[src/rtl/clk_div_pkg.sv]
// Shared definitions for the programmable clock divider: FSM states,
// default field width and the divisor/high-time clamp helpers.
package clk_div_pkg;

  // Default width of the divisor, high-time and counter fields.
  localparam int CLK_DIV_WIDTH = 16;

  // Divider run states.
  typedef enum logic {
    ST_IDLE = 1'b0,
    ST_RUN  = 1'b1
  } clk_div_state_t;

  // Smallest legal period is 2 cycles so the output can toggle.
  function automatic logic [31:0] clamp_div(input logic [31:0] div_in);
    logic [31:0] div_eff;
    if (div_in < 32'd2) begin
      div_eff = 32'd2;
    end else begin
      div_eff = div_in;
    end
    return div_eff;
  endfunction

  // High time is kept within 1 .. div_eff-1 so both levels appear each period.
  function automatic logic [31:0] clamp_high(input logic [31:0] high_in,
                                             input logic [31:0] div_eff);
    logic [31:0] high_eff;
    if (high_in < 32'd1) begin
      high_eff = 32'd1;
    end else if (high_in > (div_eff - 32'd1)) begin
      high_eff = div_eff - 32'd1;
    end else begin
      high_eff = high_in;
    end
    return high_eff;
  endfunction

endpackage

[src/rtl/clk_div_cfg_shadow.sv]
// Shadow configuration for the clock divider. Requested values are clamped
// and parked in a pending slot; the active divisor/high time only change
// when the top signals apply_now (period boundary or idle). A load that
// lands on an apply edge bypasses the pending slot. ack pulses for one
// cycle each time new values become active.
import clk_div_pkg::*;

module clk_div_cfg_shadow #(
  parameter int WIDTH        = CLK_DIV_WIDTH,
  parameter int DEFAULT_DIV  = 12500,
  parameter int DEFAULT_HIGH = 6250
) (
  input  logic             i_clk,
  input  logic             i_rst_n,
  input  logic             load,
  input  logic [WIDTH-1:0] div_in,
  input  logic [WIDTH-1:0] high_in,
  input  logic             apply_now,
  output logic [WIDTH-1:0] div_q,
  output logic [WIDTH-1:0] high_q,
  output logic             ack
);

  logic [WIDTH-1:0] div_eff_s;
  logic [WIDTH-1:0] high_eff_s;
  logic [WIDTH-1:0] pend_div_r;
  logic [WIDTH-1:0] pend_high_r;
  logic             pending_r;
  logic [WIDTH-1:0] div_r;
  logic [WIDTH-1:0] high_r;
  logic             ack_r;

  // Clamp the requested values as they are presented.
  always_comb begin
    div_eff_s  = WIDTH'(clamp_div(32'(div_in)));
    high_eff_s = WIDTH'(clamp_high(32'(high_in), 32'(div_eff_s)));
  end

  // Pending slot, active values and the one-cycle acknowledge.
  always_ff @(posedge i_clk or negedge i_rst_n) begin
    if (!i_rst_n) begin
      pend_div_r  <= WIDTH'(0);
      pend_high_r <= WIDTH'(0);
      pending_r   <= 1'b0;
      div_r       <= WIDTH'(DEFAULT_DIV);
      high_r      <= WIDTH'(DEFAULT_HIGH);
      ack_r       <= 1'b0;
    end else if (apply_now) begin
      if (load) begin
        div_r     <= div_eff_s;
        high_r    <= high_eff_s;
        pending_r <= 1'b0;
        ack_r     <= 1'b1;
      end else if (pending_r) begin
        div_r     <= pend_div_r;
        high_r    <= pend_high_r;
        pending_r <= 1'b0;
        ack_r     <= 1'b1;
      end else begin
        ack_r     <= 1'b0;
      end
    end else begin
      if (load) begin
        pend_div_r  <= div_eff_s;
        pend_high_r <= high_eff_s;
        pending_r   <= 1'b1;
      end else begin
        pending_r   <= pending_r;
      end
      ack_r <= 1'b0;
    end
  end

  assign div_q  = div_r;
  assign high_q = high_r;
  assign ack    = ack_r;

endmodule

[src/rtl/clk_divider_prog.sv]
// Runtime-programmable integer clock divider for LED-matrix scan timing.
// Period and high time can be reloaded while running; new values take
// effect only at the period boundary, so o_clk never glitches.
// Optional feature macro: CLK_DIVIDER_PROG_FALL_TICK_EN adds o_fall_tick,
// a one-cycle pulse in the first low cycle of every period.
import clk_div_pkg::*;

module clk_divider_prog #(
  parameter int WIDTH        = CLK_DIV_WIDTH,
  parameter int DEFAULT_DIV  = 12500,
  parameter int DEFAULT_HIGH = 6250
) (
  input  logic             i_clk,
  input  logic             i_rst_n,
  input  logic             i_en,
  input  logic [WIDTH-1:0] i_div,
  input  logic [WIDTH-1:0] i_high,
  input  logic             i_load,
  output logic             o_clk,
  output logic             o_tick,
  output logic             o_load_ack,
`ifdef CLK_DIVIDER_PROG_FALL_TICK_EN
  output logic             o_fall_tick,
`endif
  output logic             o_active
);

  clk_div_state_t   state_r;
  clk_div_state_t   state_nxt_s;
  logic [WIDTH-1:0] cnt_r;
  logic [WIDTH-1:0] cnt_nxt_s;
  logic [WIDTH-1:0] cnt_wrap_s;
  logic             clk_r;
  logic             clk_nxt_s;
  logic             tick_r;
  logic             tick_nxt_s;
  logic             apply_now_s;
  logic [WIDTH-1:0] div_q_s;
  logic [WIDTH-1:0] high_q_s;
  logic             ack_s;
`ifdef CLK_DIVIDER_PROG_FALL_TICK_EN
  logic             fall_r;
  logic             fall_nxt_s;
`endif

  clk_div_cfg_shadow #(
    .WIDTH        (WIDTH),
    .DEFAULT_DIV  (DEFAULT_DIV),
    .DEFAULT_HIGH (DEFAULT_HIGH)
  ) u_cfg_shadow (
    .i_clk     (i_clk),
    .i_rst_n   (i_rst_n),
    .load      (i_load),
    .div_in    (i_div),
    .high_in   (i_high),
    .apply_now (apply_now_s),
    .div_q     (div_q_s),
    .high_q    (high_q_s),
    .ack       (ack_s)
  );

  // Free-running counter successor: wraps to zero at the end of the period.
  always_comb begin
    if (cnt_r == (div_q_s - WIDTH'(1))) begin
      cnt_wrap_s = WIDTH'(0);
    end else begin
      cnt_wrap_s = cnt_r + WIDTH'(1);
    end
  end

  // Next state, counter and output levels; config applies in IDLE or at wrap.
  always_comb begin
    state_nxt_s = state_r;
    cnt_nxt_s   = cnt_r;
    clk_nxt_s   = 1'b0;
    tick_nxt_s  = 1'b0;
    apply_now_s = 1'b0;
`ifdef CLK_DIVIDER_PROG_FALL_TICK_EN
    fall_nxt_s  = 1'b0;
`endif
    case (state_r)
      ST_IDLE: begin
        apply_now_s = 1'b1;
        if (i_en) begin
          state_nxt_s = ST_RUN;
          cnt_nxt_s   = WIDTH'(0);
          clk_nxt_s   = 1'b1;
          tick_nxt_s  = 1'b1;
        end else begin
          state_nxt_s = ST_IDLE;
          cnt_nxt_s   = WIDTH'(0);
        end
      end
      ST_RUN: begin
        if (i_en) begin
          cnt_nxt_s   = cnt_wrap_s;
          clk_nxt_s   = (cnt_wrap_s < high_q_s);
          tick_nxt_s  = (cnt_wrap_s == WIDTH'(0));
          apply_now_s = (cnt_wrap_s == WIDTH'(0));
`ifdef CLK_DIVIDER_PROG_FALL_TICK_EN
          fall_nxt_s  = (cnt_wrap_s == high_q_s);
`endif
        end else begin
          state_nxt_s = ST_IDLE;
          cnt_nxt_s   = WIDTH'(0);
        end
      end
      default: begin
        state_nxt_s = ST_IDLE;
        cnt_nxt_s   = WIDTH'(0);
      end
    endcase
  end

  // State, counter and registered output stage.
  always_ff @(posedge i_clk or negedge i_rst_n) begin
    if (!i_rst_n) begin
      state_r <= ST_IDLE;
      cnt_r   <= WIDTH'(0);
      clk_r   <= 1'b0;
      tick_r  <= 1'b0;
    end else begin
      state_r <= state_nxt_s;
      cnt_r   <= cnt_nxt_s;
      clk_r   <= clk_nxt_s;
      tick_r  <= tick_nxt_s;
    end
  end

`ifdef CLK_DIVIDER_PROG_FALL_TICK_EN
  // First-low-cycle strobe register.
  always_ff @(posedge i_clk or negedge i_rst_n) begin
    if (!i_rst_n) begin
      fall_r <= 1'b0;
    end else begin
      fall_r <= fall_nxt_s;
    end
  end

  assign o_fall_tick = fall_r;
`endif

  assign o_clk      = clk_r;
  assign o_tick     = tick_r;
  assign o_load_ack = ack_s;
  assign o_active   = (state_r == ST_RUN);

endmodule

[config.mk]
export PLATFORM = sky130hd
export DESIGN_NAME = clk_divider_prog
export DESIGN_NICKNAME = d
export VERILOG_FILES = /design/src/rtl/clk_div_pkg.sv /design/src/rtl/clk_div_cfg_shadow.sv /design/src/rtl/clk_divider_prog.sv
export SDC_FILE = /design/constraint.sdc
export NUM_CORES = 1
export LEC_CHECK = 0
export CAP_MARGIN = 20
export CORE_UTILIZATION = 50
export DETAILED_ROUTE_END_ITERATION = 10
export GPL_TIMING_DRIVEN = 0
export PLACE_DENSITY = 0.69
export SLEW_MARGIN = 20
export SYNTH_ARGS = -nofsm -noshare
export SYNTH_HDL_FRONTEND = slang
export SYNTH_SLANG_ARGS = --single-unit
[constraint.sdc]
create_clock -name i_clk -period 8 [get_ports i_clk]
set_clock_uncertainty 0.1 [all_clocks]
set_input_delay 0.8 -clock i_clk [delete_from_list [all_inputs] [get_ports i_clk]]
set_output_delay 0.8 -clock i_clk [all_outputs]
set_load 0.01 [all_outputs]
==> qor.yml <==
synthesis:
  synth_cells: 662
  synth.net_count: 732
  syn_area_sq_um: 6070
  async_flop_share_pct: 100
  syn_area_per_cell_sq_um: 9.16
  synth_cell_type_count: 78
  yosysWarningCount: 0
  ys.flop_type: "dfrtp_1"
  ys_seq_area_share_pct: 35.3
  ys_seq_elements: 85
  synth_edf_count: 0
cts:
  numClockSinks: 85
  ctsResizeCount: 0
  cts_tree: "yes"
  worstSkewPairLatency_ns: 0.35
  path_clk_slew_ns: 0.06
  cts_root_buf: "clkbuf_16"
  cts_inserted_buffers: 9
  postCtsSetupRepairBufs: 0
  htreeDepth: 3
  cts_buffer_depth: 2
  hold_buffers: 0
place:
  place_hpwl_um: 12600
  gp_congestion: 0.931
  post-place-ws_ns: 0.409
  portBuffers: 38
routing:
  drt_iter0_drc: 315
  routed_via_density: 6.12
  drtAntennaViolNets: 0
  wirelength_um: 16100
  num_vias: 5260
  drc: 1
  wl_per_cell_um: 18.8
  firstDrtPassIters: 10
critical_path:
  start_kind: "input pin"
  cp_max_fo: 10
  worstPathArrival_ns: 7.56
  required_ns: 8.19
  end_kind: "register"
  crit_type: "input pin to register"
layout:
  n_antenna_cell: 0
  multi_input_area_sq_um: 3560
  fillers: 1046
  layout-drive-gt1-share_pct: 11.2
  area_delta_synth_final_pct: 14.6
  nets: 782
  seq_area_sq_um: 2140
outcome:
  violations: "DRC"
  status: "finished with violations"
global_routing:
  grt_pass1_vias: 5139
  antenna_found_initial: 0
  globalRouteTotalUtil_pct: 27.0
  grt_pass1_wl_um: 26200
  overflow: 0
  grt_max_degree: 55
sta:
  hold_viol: 0
  tightest_slew_ns: 1.03
  fmax_mhz: 136
  fin_setup_tns_ns: 0
  max_slew_margin_pct: 30.8
  rsz0062_at_grt: "no"
  drv_slew: 0
  fin_crit_ns: 7.37
  period_share_pct: 92.1
  finalWorstSetupSlack_ns: 0.631
  setup_viol: 0
floorplanning:
  coreArea_sq_um: 11600
  start_util_pct: 52.2
  io_pins: 40
  die_x_um: 112
  fp.dieArea_sq_um: 12600
  dieHeight_um: 112
  rows: 39
worst_hold_path:
  min_path_type: "input pin to asynchronous set/reset pin"
pwr:
  powerDensity_nw_per_um2: 187
  ir_worst_vdd_v: 0.000136
  p_leak_nw: 2.89
job:
  max_cap_viol_count: 0
synth_stat cells, drive strengths merged (5+ instances only):
| cell type | instances | share of area (%) |
|---|---|---|
| a21o | 14 | 1.7 |
| o22a | 6 | 0.87 |
| nor3b | 8 | 0.99 |
| buf | 16 | 2.4 |
| and2 | 6 | 0.62 |
| nor3 | 10 | 0.82 |
| xor2 | 14 | 2.0 |
| or2 | 5 | 0.52 |
| mux2i | 15 | 2.5 |
| clkbuf | 28 | 1.7 |
| nand2 | 24 | 1.5 |
| o21ai | 63 | 5.4 |
| nor2b | 8 | 0.82 |
| o21a | 7 | 0.87 |
| dfrtp | 73 | 30 |
| nor2 | 52 | 3.2 |
| dfstp | 12 | 5.2 |
| nand3 | 20 | 1.6 |
| mux2 | 17 | 3.2 |
| inv | 30 | 1.9 |
| ha | 34 | 7.0 |
| a21oi | 26 | 2.1 |
| xnor2 | 25 | 3.6 |
| or4 | 11 | 1.4 |
| and4 | 5 | 0.72 |
| a211oi | 8 | 0.99 |
| o211ai | 11 | 1.4 |
| or3 | 10 | 1.1 |
| nor4 | 22 | 2.4 |
| nand4 | 17 | 1.8 |
| a31oi | 7 | 0.72 |
worst max-delay path, cell delays in order:
cell	delay, ns
clkdlybuf4s50_1	0.49
or4_1	0.61
or4_1	0.51
nor4_2	0.42
nand2_1	0.10
o21ai_0	0.59
ha_1	0.35
nand2_1	0.16
or3_1	0.41
xor2_1	0.29
ha_1	0.31
and4_1	0.21
and2_1	0.18
a21boi_0	0.16
a211oi_1	0.83
clkbuf_1	0.39
o21ai_0	0.20
a31oi_1	0.36
o22a_1	0.20
layer usage:
metal	global-route usage, %	part of all wire, %	vias up
met4	13.5	3.9	0
met2	45.5	48	130
met5	0	0	-
li1	-	-	2570
met3	2.75	2.7	32
met1	34.8	46	2528
cells by family after synthesis:
| kind of cell | Yosys count | share of synthesized area [%] |
|---|---|---|
| and+or+nand+nor | 219 | 20.5 |
| muxes | 32 | 5.63 |
| AOI/OAI and AO/OA | 178 | 19.9 |
| adders and majority gates | 34 | 7.01 |
| DFF | 85 | 35.3 |
| xor gates and xnor gates | 39 | 5.63 |
| buffers and inverters | 75 | 6.02 |
power breakdown:
part / total (mW) / switching, mW / internal (mW)
clock: 0.424 / 0.174 / 0.250
sequential: 0.547 / 0.0459 / 0.501
combinational: 0.327 / 0.175 / 0.151
registers in the layout, summed over array words and instances, names as in the netlist:
name and count:
cnt_r 16, o_tick 1, o_active 1, u_cfg_shadow.pend_high_r 16, u_cfg_shadow.pending_r 1, u_cfg_shadow.pend_div_r 16, u_cfg_shadow.ack 1, u_cfg_shadow.high_q 16
u_cfg_shadow.div_q 16, o_clk 1
metrics by stage:
stage	power [mW]	cell area (sq um)	hold slack (ns)	cells	util, %
after detailed placement	0.878	6650	0.371	844	57.3
final	1.30	6950	0.300	859	59.8
after floorplan	0.768	6070	0.341	662	-
after CTS	1.30	6950	0.312	859	59.8
after global routing	1.36	6950	0.337	859	59.8
after global placement	0.861	6630	0.358	843	57.1
worst paths after layout:
check,start,endpoint,slack (ns),cells past startpoint
worst max register to register,u_cfg_shadow.div_q[1]$_DFFE_PN0P_,o_clk$_DFF_PN0_,2.99,20
worst max-delay path,i_div[8],u_cfg_shadow.high_q[5]$_DFFE_PN1P_,0.63,19
min in group i_clk,u_cfg_shadow.pend_high_r[6]$_DFFE_PN0P_,u_cfg_shadow.pend_high_r[6]$_DFFE_PN0P_,0.38,1
worst min register to register,u_cfg_shadow.pend_high_r[6]$_DFFE_PN0P_,u_cfg_shadow.pend_high_r[6]$_DFFE_PN0P_,0.38,1
worst min-delay path,i_rst_n,u_cfg_shadow.pend_div_r[7]$_DFFE_PN0P_,0.30,1
max in group asynchronous,i_rst_n,u_cfg_shadow.high_q[5]$_DFFE_PN1P_,6.84,2
cell type report:
cell class	instances	area share [%]
plain buffers	44	3.58
clock inverters	5	0.864
multi-input cells	502	51.2
inverters	31	1.67
repair buffers	39	5.83
clock buffers	10	3.44
well taps	143	2.57
flip-flops and latches	85	30.8
cells in the final DEF (no fill, tap or decap), drive strengths merged, types with 4 or more instances in the layout:
cell / count
dfrtp: 73
o21ai: 63
nor2: 52
clkbuf: 38
clkdlybuf4s50: 37
ha: 34
inv: 31
a21oi: 26
xnor2: 25
nand2: 24
nor4: 22
nand3: 20
buf: 18
nand4: 17
mux2: 17
mux2i: 15
xor2: 14
a21o: 14
dfstp: 12
or4: 11
o211ai: 11
nor3: 10
or3: 10
nor2b: 8
a211oi: 8
nor3b: 8
o21a: 7
a31oi: 7
and2: 6
o22a: 6
and4: 5
or2: 5
nand2b: 4
o22ai: 4
Note: power is estimated with default switching activity, not from simulation.
